==> src/rtl/nemesis_sound_mixer.sv <==
// Final audio mixer: four sources (PROM1, PROM2, AY7, AY8) into one signed 16-bit mono sample.
// Latency: strobe on edge N -> o_sample/o_sample_valid after edge N+5; one shared multiplier, one source per cycle.
// Backpressure: none; a strobe during a mix is dropped and flagged on o_overrun, so strobes must be >= 6 cycles apart.
//
// Ports: i_clk/i_reset (async, active-high), i_cen_sample strobe, source samples i_prom1/2 (8b, mid 0x80),
//        i_ay7/8 (10b, mid 0x200), per-source enables, gains i_bal_prom/ay7/ay8 (8b, 128 = x1.0);
//        o_sample/o_sample_valid result, o_busy, o_overrun pulse, o_clip sticky saturation flag.
// Optional: define NEMESIS_MIXER_PEAK_EN to add i_peak_clr / o_peak (peak |o_sample| tracker).
module nemesis_sound_mixer #(
    parameter int OUT_SHIFT  = 3,
    parameter int UNITY_GAIN = 128
) (
    input  logic        i_clk,
    input  logic        i_reset,
    input  logic        i_cen_sample,
    input  logic [7:0]  i_prom1,
    input  logic [7:0]  i_prom2,
    input  logic [9:0]  i_ay7,
    input  logic [9:0]  i_ay8,
    input  logic        i_prom1_on,
    input  logic        i_prom2_on,
    input  logic        i_ay7_on,
    input  logic        i_ay8_on,
    input  logic [7:0]  i_bal_prom,
    input  logic [7:0]  i_bal_ay7,
    input  logic [7:0]  i_bal_ay8,
`ifdef NEMESIS_MIXER_PEAK_EN
    input  logic        i_peak_clr,
    output logic [14:0] o_peak,
`endif
    output logic [15:0] o_sample,
    output logic        o_sample_valid,
    output logic        o_busy,
    output logic        o_overrun,
    output logic        o_clip
);

    // The gain code is applied raw; UNITY_GAIN only documents what x1.0 means and must be a legal code.
    if (UNITY_GAIN < 1 || UNITY_GAIN > 255) begin : g_bad_unity
        $error("UNITY_GAIN must be an 8-bit gain code");
    end

    localparam logic [2:0] S_IDLE = 3'd0;
    localparam logic [2:0] S_MAC0 = 3'd1;
    localparam logic [2:0] S_MAC1 = 3'd2;
    localparam logic [2:0] S_MAC2 = 3'd3;
    localparam logic [2:0] S_MAC3 = 3'd4;
    localparam logic [2:0] S_OUT  = 3'd5;

    logic [2:0]         state;
    logic [7:0]         prom1_q, prom2_q;
    logic [9:0]         ay7_q, ay8_q;
    logic [3:0]         on_q;           // {ay8, ay7, prom2, prom1}
    logic [7:0]         bal_prom_q, bal_ay7_q, bal_ay8_q;
    logic signed [19:0] acc;

    // Source select for the shared multiplier. Offset-binary to two's complement is just an MSB flip;
    // PROM voices are pre-scaled by 4 so both source types share the 10-bit signed range.
    logic signed [9:0]  term;
    logic [7:0]         gain;
    logic               term_en;
    logic signed [17:0] term_x, gain_x, product;
    logic signed [19:0] acc_next;

    always_comb begin
        term    = '0;
        gain    = '0;
        term_en = 1'b0;
        case (state)
            S_MAC0: begin term = {~prom1_q[7], prom1_q[6:0], 2'b00}; gain = bal_prom_q; term_en = on_q[0]; end
            S_MAC1: begin term = {~prom2_q[7], prom2_q[6:0], 2'b00}; gain = bal_prom_q; term_en = on_q[1]; end
            S_MAC2: begin term = {~ay7_q[9], ay7_q[8:0]};            gain = bal_ay7_q;  term_en = on_q[2]; end
            S_MAC3: begin term = {~ay8_q[9], ay8_q[8:0]};            gain = bal_ay8_q;  term_en = on_q[3]; end
            default: ;
        endcase
        term_x   = {{8{term[9]}}, term};
        gain_x   = {10'd0, gain};
        // |term x gain| <= 512*255, so the 18-bit product never wraps.
        product  = term_en ? term_x * gain_x : '0;
        acc_next = acc + {{2{product[17]}}, product};
    end

    // Scale and saturate the finished accumulator.
    logic signed [19:0] scaled;
    logic               sat_hi, sat_lo;
    logic [15:0]        sample_next;

    always_comb begin
        scaled      = acc >>> OUT_SHIFT;
        sat_hi      = scaled > 20'sd32767;
        sat_lo      = scaled < -20'sd32768;
        sample_next = sat_hi ? 16'h7FFF : (sat_lo ? 16'h8000 : scaled[15:0]);
    end

    always_ff @(posedge i_clk or posedge i_reset) begin
        if (i_reset) begin
            state          <= S_IDLE;
            prom1_q        <= '0;
            prom2_q        <= '0;
            ay7_q          <= '0;
            ay8_q          <= '0;
            on_q           <= '0;
            bal_prom_q     <= '0;
            bal_ay7_q      <= '0;
            bal_ay8_q      <= '0;
            acc            <= '0;
            o_sample       <= '0;
            o_sample_valid <= 1'b0;
            o_busy         <= 1'b0;
            o_overrun      <= 1'b0;
            o_clip         <= 1'b0;
        end else begin
            o_sample_valid <= 1'b0;
            // Registered view of "not idle", so busy spans edges N+1..N+5 of a mix.
            o_busy         <= (state != S_IDLE);
            o_overrun      <= i_cen_sample && (state != S_IDLE);
            case (state)
                S_IDLE: begin
                    if (i_cen_sample) begin
                        prom1_q    <= i_prom1;
                        prom2_q    <= i_prom2;
                        ay7_q      <= i_ay7;
                        ay8_q      <= i_ay8;
                        on_q       <= {i_ay8_on, i_ay7_on, i_prom2_on, i_prom1_on};
                        bal_prom_q <= i_bal_prom;
                        bal_ay7_q  <= i_bal_ay7;
                        bal_ay8_q  <= i_bal_ay8;
                        acc        <= '0;
                        state      <= S_MAC0;
                    end
                end
                S_MAC0, S_MAC1, S_MAC2: begin
                    acc   <= acc_next;
                    state <= state + 3'd1;
                end
                S_MAC3: begin
                    acc   <= acc_next;
                    state <= S_OUT;
                end
                S_OUT: begin
                    o_sample       <= sample_next;
                    o_sample_valid <= 1'b1;
                    if (sat_hi || sat_lo) o_clip <= 1'b1;
                    state          <= S_IDLE;
                end
                default: state <= S_IDLE;
            endcase
        end
    end

`ifdef NEMESIS_MIXER_PEAK_EN
    // Magnitude of the sample being published; -32768 clamps to 32767 to fit 15 bits.
    logic [15:0] sample_neg;
    logic [14:0] sample_mag;

    always_comb begin
        sample_neg = -sample_next;
        if (!sample_next[15])            sample_mag = sample_next[14:0];
        else if (sample_next == 16'h8000) sample_mag = 15'h7FFF;
        else                             sample_mag = sample_neg[14:0];
    end

    always_ff @(posedge i_clk or posedge i_reset) begin
        if (i_reset) begin
            o_peak <= '0;
        end else if (i_peak_clr) begin
            o_peak <= '0;
        end else if (state == S_OUT && sample_mag > o_peak) begin
            o_peak <= sample_mag;
        end
    end
`endif

endmodule

==> config.mk <==
export PLATFORM = sky130hd
export DESIGN_NAME = nemesis_sound_mixer
export DESIGN_NICKNAME = d
export VERILOG_FILES = /design/src/rtl/nemesis_sound_mixer.sv
export SDC_FILE = /design/constraint.sdc
export NUM_CORES = 1
export LEC_CHECK = 0
export CORE_MARGIN = 8
export CORE_UTILIZATION = 35
export DETAILED_ROUTE_END_ITERATION = 6
export GPL_ROUTABILITY_DRIVEN = 0
export SYNTH_ARGS = -nofsm -noshare
export SYNTH_HDL_FRONTEND = slang
export SYNTH_SLANG_ARGS = --single-unit
==> constraint.sdc <==
create_clock -name i_clk -period 11.53 [get_ports i_clk]
set_input_delay 1.153 -clock i_clk [delete_from_list [all_inputs] [get_ports i_clk]]
set_output_delay 1.153 -clock i_clk [all_outputs]
set_load 0.05 [all_outputs]
# Yosys cells after proc, flatten, opt, wreduce, memory -nomap -nowiden
# Index checks and enable logic that the tools add are counted.
# totals
register_bits,107
input_bits,67
out_inout_bits,20
word_cells,52
# classes
addsub,2
mul,1
magnitude_cmp,2
n_eq_ne,6
mux,11
bitwise,4
n_reduce_logical,11
# ops
cell,n
$pmux W10 S4,1
$pmux W20 S2,1
$mux W16,2
$pmux W8 S3,1
$add A20 B20 Y20,1
$mux W20,1
$mul A10 B9 Y18,1
$mux W18,1
$gt A17 B16 Y1 const B,1
$lt A17 B16 Y1 const B,1
$pmux W3 S3,1
$eq A3 B2 Y1 const B,2
$eq A3 B3 Y1 const B,2
$reduce_and A2 Y1,3
$not A1 Y1,4
$pmux W1 S4,1
$reduce_or A4 Y1,1
$add A3 B1 Y3 const B,1
$eq A3 B1 Y1 const B,1
$logic_not A3 Y1,1
$mux W3,1
$reduce_bool A3 Y1,1
$reduce_or A3 Y1,1
$ne A2 B2 Y1 const B,1
5 further kinds,5

# Logic depth before layout (Yosys ltp)
# Gate-level depths: netlist (run 1).
# depth
word_depth,7
mapped_depth,33
depth_no_buf,31

# Worst setup path after synthesis (run 1)
# No wires, ideal clock.
# synth_path
path_kind,register to register
startpoint,register state[0]
endpoint,register acc[18]
setup_ns,0.122
t_arrival_ns,7.319
t_required_ns,11.408
setup_slack_ns,4.089
stages_incl_launch_ff,30
path_buffers,2
synth_period_minus_slack_ns,7.441
path_cell_list,dfrtp_1 -> ha_1 -> ha_1 -> clkbuf_1 -> buf_1 -> a22oi_1 -> and2_1 -> or2_2 -> fa_1 -> inv_1 -> ha_1 -> ha_1 -> inv_1 -> fa_1 -> inv_1 -> ha_1 -> fa_1 -> a21o_1 -> a21oi_1 -> o21bai_1 -> a2111o_1 -> a41oi_1 -> xor2_1 -> nor2_1 -> ha_1 -> a21o_1 -> o41a_1 -> o211a_1 -> or3_1 -> a32o_1
# synth_via
elab_chain_cells,7
word_cells_on_any_way,17
cone_classes,add/sub: 1; mul: 1; eq/ne: 5; mux: 5; reduce/logical: 5
# synth_lines
item,line_no,source
"start, declared",50,logic [2:0] state;
"start signal, assigned",134,state <= state + 3'd1;
$eq A3 B1 Y1 / $eq A3 B2 Y1 (equally long branches),"69, 117",
$reduce_or A2 Y1 (no line),--,
$pmux W8 S3,69,case (state)
$mul A10 B9 Y18,79,product = term_en ? term_x * gain_x : '0;
$mux W18,79,
$add A20 B20 Y20,80,"acc_next = acc + {{2{product[17]}}, product};"
$pmux W20 S2,117,case (state)
"end signal, assigned",133,acc <= acc_next;
"end signal, assigned",137,acc <= acc_next;
"end, declared",55,logic signed [19:0] acc;
# Several ways; a longest one is shown, not always the timed one.
# A chain may end at the register's enable or synchronous reset.

# Final worst setup path (run 1)
# layout_path
startpoint,register state[0]
endpoint,register acc[19]
# Same word-level chain as after synthesis.

==> results.ini, run 1 <==
[outcome]
status=finished, final reports clean

[critical_path]
worstPathMaxFanout=18
r2r_start=state[0]
r2r_cells=26
worst-path-buf-inv=3
cp_top_family=compound AO/OA/AOI/OAI gates
start_kind=register
crit_path_top_delay_cell=a222oi_1
rr_endpoint=acc[19]
arrival_ps=8560
worstPathRequired_ps=11820
r2r_setup_slack_ps=3250
slowest_delay_ps=1130
worstSetupStartpoint=state[0]
critPathMostFrequentCell=fa_1
crit_type=reg2reg
end_kind=register

[grt]
grt_max_degree=65
grt_usage=0.131
overflow=0
first_global_vias=6324
antenna_found_initial=0
grt_first_pass_wirelength_mm=30.9

[timing]
finalMaxSlewViolations=0
min_period_over_period=0.718
hold_viol=0
relSlewSlack=0.123
worstMarginPinSlew_ps=1320
fin_worst_skew_ps=10.5
max_freq_mhz=121
finalCriticalPeriod_ps=8280
finalSetupTns_ps=0
setup_viol=0
rsz0062_at_grt=no

[clock_tree]
cts_resized=0
clock-sinks=107
htree_levels=3
post_cts.repair.setup_buffers=0
clk_latency_ps=360
cts_hold_buf=0
numCtsBuffers=9
root_buffer=clkbuf_16
clockBufferDepth=2
clk_pin_slew_worst_paths_ps=70
cts_tree=yes

[floorplanning]
pin_count=87
die_h_um=170
die_w_um=170
die_area_sq_um=29000
start_util=0.356
core_area_sq_um=23400
std_cell_rows=56

[worst_hold_path]
hold_path_depth=1
min-delay-start=o_clip
min_to=o_clip
hold_class=reg2reg

[synth]
synth_area_per_cell_sq_um=9.89
synth_compound_area_frac=0.108
synth_seq_cells=107
synth_top_area_share=0.321
yosys.area_share.adder=0.249
yosys-top-cells-count=inv_1, dfrtp_1, nand2_1, nor2_1, mux2_2
syn_inst=843
synth_top_family_by_area=adder cells
synth.area.mux_share=0.0959
ys_types=63
synth_area_sq_um=8340
synthArstFlopShare=1.00
yosys.area.top_type=dfrtp_1
synth.yosys.seq_area_share=0.321
synth_xor_xnor_area_share=0.0329
yosys-top-cells-area=dfrtp_1, fa_1, mux2_2, ha_1, inv_1
ys_warn_count=0
synth-simple-area-share=0.129
synthMostInstantiatedCell=inv_1
synth_top_flop_cell=dfrtp_1
synth_nets=1032
synth-edff-count=0

[routing]
drt_drc_violations_left=0
vias_per_cell=4.77
dr.pass1.iters=5
ant_nets=0
drt_iter0_drc=278
wl_mm=18.0
wl_per_cell_um=14.5
num_vias=5923

[placement]
portBuffers=86
dp_hpwl_mm=14.8

[final_layout]
fin_nets=1108
drive_gt1_frac=0.126
nFillCells=2317
synthToLayoutAreaGrowth_pct=18.1
antenna_cells=0

[job]
cap_violations=0

==> logic make-up (layout without fill, tap and decap cells) <==
family,Yosys count,count (layout)
compound gates,134,134
flops,107,107
fa+ha+maj,128,128
simple gates,233,233
mux,71,71
xor+xnor,28,28
buf+inv,142,223
==> area by class of cell <==
cell class                      instances  area [sq um]  share of cell area
Tap cell                              319           399              0.0405
Clock buffer                           11           253              0.0257
Clock inverter                          5          42.5             0.00432
Multi-Input combinational cell        594          5140               0.522
Timing Repair Buffer                   92           906              0.0920
Inverter                              115           434              0.0441
Sequential cell                       107          2680               0.272
==> flip-flops by register name (all words and copies together) (netlist names) <==
name and count:
bal_ay7_q 8, o_sample_valid 1, state 3, on_q 4, prom2_q 8, o_sample 16, prom1_q 8, ay7_q 10
ay8_q 10, acc 20, o_clip 1, bal_prom_q 8, bal_ay8_q 8, o_busy 1, o_overrun 1
==> stage by stage <==
stage                util  cells  hold WS, ps  cell area, sq um  setup WS, ps
floorplan               -    843          456              8340          4090
global placement    0.408   1227          462              9550          3420
detailed placement  0.408   1227          461              9550          3320
CTS                 0.421   1243          481              9850          3260
global route        0.421   1243          499              9850          2640
finish              0.421   1243          475              9850          3250
==> layer usage <==
| metal | up-vias | track usage | routed length (um) |
|---|---|---|---|
| met5 | - | 0 | 0 |
| met4 | 0 | 0.0313 | 251 |
| met3 | 17 | 0.0290 | 864 |
| met2 | 113 | 0.213 | 8220 |
| met1 | 2820 | 0.175 | 8700 |
| li1 | 2973 | - | - |
==> placed cells by master, fill, tap and decap left out, types with 3 or more instances in the layout <==
cell	count
and3_1	5
a22o_1	4
clkdlybuf4s50_1	86
maj3_1	6
dfrtp_1	107
a222oi_1	5
xnor2_1	12
buf_4	6
a32o_1	3
a21o_1	8
clkbuf_16	9
nand2b_1	6
a21oi_1	24
and2_1	6
mux2_2	71
nor3_1	7
ha_1	57
and4_1	5
nand4_1	7
nand2_1	83
nor2b_1	12
o211ai_1	7
o21a_1	3
or2_2	12
o21ai_0	41
xor2_1	14
a211oi_1	4
nor2_1	75
or3_1	4
a22oi_1	7
o21bai_1	6
inv_1	112
fa_1	65
==> how the worst max path moves through the flow <==
stage                    to  slack, ps  depth (start not counted)
floorplan           acc[18]       4090                         29
finish              acc[19]       3250                         26
detailed placement  acc[18]       3320                         26
global route        acc[19]       2640                         28
CTS                 acc[19]       3260                         26
global placement    acc[18]       3420                         26
Power of run 1 is left out: the tool's default activity adds up to more than one toggle a clock period on the data nets, which glitch-free logic cannot reach.
==> run 2: changes to the inputs <==
Clock period 11.53 ns to 7.3 ns, I/O delays scaled along.
==> run 2 against run 1 <==
- final cell count up 6.8%
- die area stayed put
- fmax is 17% higher
- flip-flop and latch count did not move
- hold slack improved by 2.3 ps
==> results.ini, run 2 (synthesis results as in run 1) <==
[critical_path]
arrival_ps=7350
start_kind=register
critPathMostFrequentCell=fa_1
rr_endpoint=acc[18]
slowest_delay_ps=530
r2r_cells=30
cp_top_family=adder cells
crit_type=reg2reg
worst-path-buf-inv=9
end_kind=register
worstPathMaxFanout=6
worstPathRequired_ps=7560
r2r_start=state[0]
r2r_setup_slack_ps=200
crit_path_top_delay_cell=fa_1

[clock_tree]
root_buffer=clkbuf_16
clockBufferDepth=2
clk_latency_ps=360
clk_pin_slew_worst_paths_ps=80
cts_tree=yes
numCtsBuffers=9
cts_hold_buf=0
htree_levels=3
clock-sinks=107

[routing]
ant_nets=0
wl_per_cell_um=14.4
dr.pass1.iters=5
wl_mm=19.1
num_vias=6320
vias_per_cell=4.76
drt_drc_violations_left=0
drt_iter0_drc=284

[placement]
place_area_sq_um=9960
dp_hpwl_mm=15.1
portBuffers=86

[grt]
antenna_found_initial=0
grt_first_pass_wirelength_mm=31.6
grt_max_degree=65
first_global_vias=6499
overflow=0
grt_usage=0.133

[timing]
hold_viol=0
min_period_over_period=0.972
setup_viol=0
finalCriticalPeriod_ps=7100
rsz0062_at_grt=yes
finalSetupTns_ps=0
relSlewSlack=0.466
finalMaxSlewViolations=0
max_freq_mhz=141
whs_ps=477
worstMarginPinSlew_ps=801
fin_worst_skew_ps=9.20

[final_layout]
nFillCells=2213
fin_nets=1192
drive_gt1_frac=0.264
layout_common_cells=dfrtp_1, inv_1, clkdlybuf4s50_1
final_area_sq_um=11000
largest-register=acc
largest_register_ffs=20
synthToLayoutAreaGrowth_pct=31.5
top_regs=acc: 20 flops, o_sample: 16 flops
layout_commonest_cell=dfrtp_1
antenna_cells=0

[floorplanning]
die_w_um=170
pin_count=87
std_cell_rows=56
die_h_um=170
core_area_sq_um=23400
start_util=0.356
die_area_sq_um=29000

[job]
cap_violations=0

[outcome]
status=finished, final reports clean

[worst_hold_path]
hold_path_depth=1
min-delay-start=o_clip
min_to=o_clip
hold_class=reg2reg

## run 2: worst max path at each step
stage             start  depth (start not counted)  slack (ps)      end
4_1_cts        state[1]                         29          20  acc[18]
3_5_place_dp   state[1]                         28         -70  acc[18]
5_1_grt        state[1]                         31        -110  acc[18]
3_3_place_gp   state[1]                         28         -20  acc[18]
6_report       state[0]                         30         200  acc[18]
2_1_floorplan  state[0]                         30           5  acc[18]
## run 2: metrics by stage
step,utilization,setup WS (ps),instances
final,0.468,201,1327
after global routing,0.468,-110,1327
after CTS,0.440,21.1,1298
after detailed placement,0.426,-70.0,1280
after global placement,0.426,-17.3,1280
after floorplan,-,4.50,843
## run 2: timing repair
action                     in CTS  in global routing
setup endpoints to repair       2                  4
gates cloned                    0                  2
buffers inserted                2                 27
resized for setup               4                 95
pin swaps                       1                 72
## run 2: area by class of cell
| type | instances | area [sq um] | share of cell area |
|---|---|---|---|
| multi-input cells | 594 | 5510 | 0.503 |
| flip-flops and latches | 107 | 2680 | 0.244 |
| repair buffers | 176 | 1630 | 0.149 |
| inverters | 115 | 439 | 0.0401 |
| well taps | 319 | 399 | 0.0364 |
| clock buffers | 9 | 225 | 0.0205 |
| clock inverters | 7 | 82.6 | 0.00753 |
## run 2: worst reg2reg max path, delay by kind of cell (launching register included)
| kind | cells | cell delay [ps] |
|---|---|---|
| fa+ha+maj | 7 | 2720 |
| flops | 1 | 420 |
| xor+xnor | 1 | 170 |
| simple gates | 8 | 1170 |
| buf+inv | 9 | 950 |
| compound gates | 5 | 1580 |
## run 2: layer usage
metal	track usage	wire [um]	vias up
met2	0.217	8920	101
li1	-	-	3133
met3	0.0236	699	7
met4	0.0263	134	0
met5	0	0	-
met1	0.182	9370	3079
Power of run 2 is left out for the same reason.
==> run 3: changes to the inputs <==
Settings changed: CTS_CLUSTER_SIZE from default to 12, GPL_ROUTABILITY_DRIVEN 0 to default, SLEW_MARGIN from default to 10.
==> results of run 3 <==
No change in the layout: final DEF, timing and power equal those of run 2.
Power of run 3 is left out for the same reason.
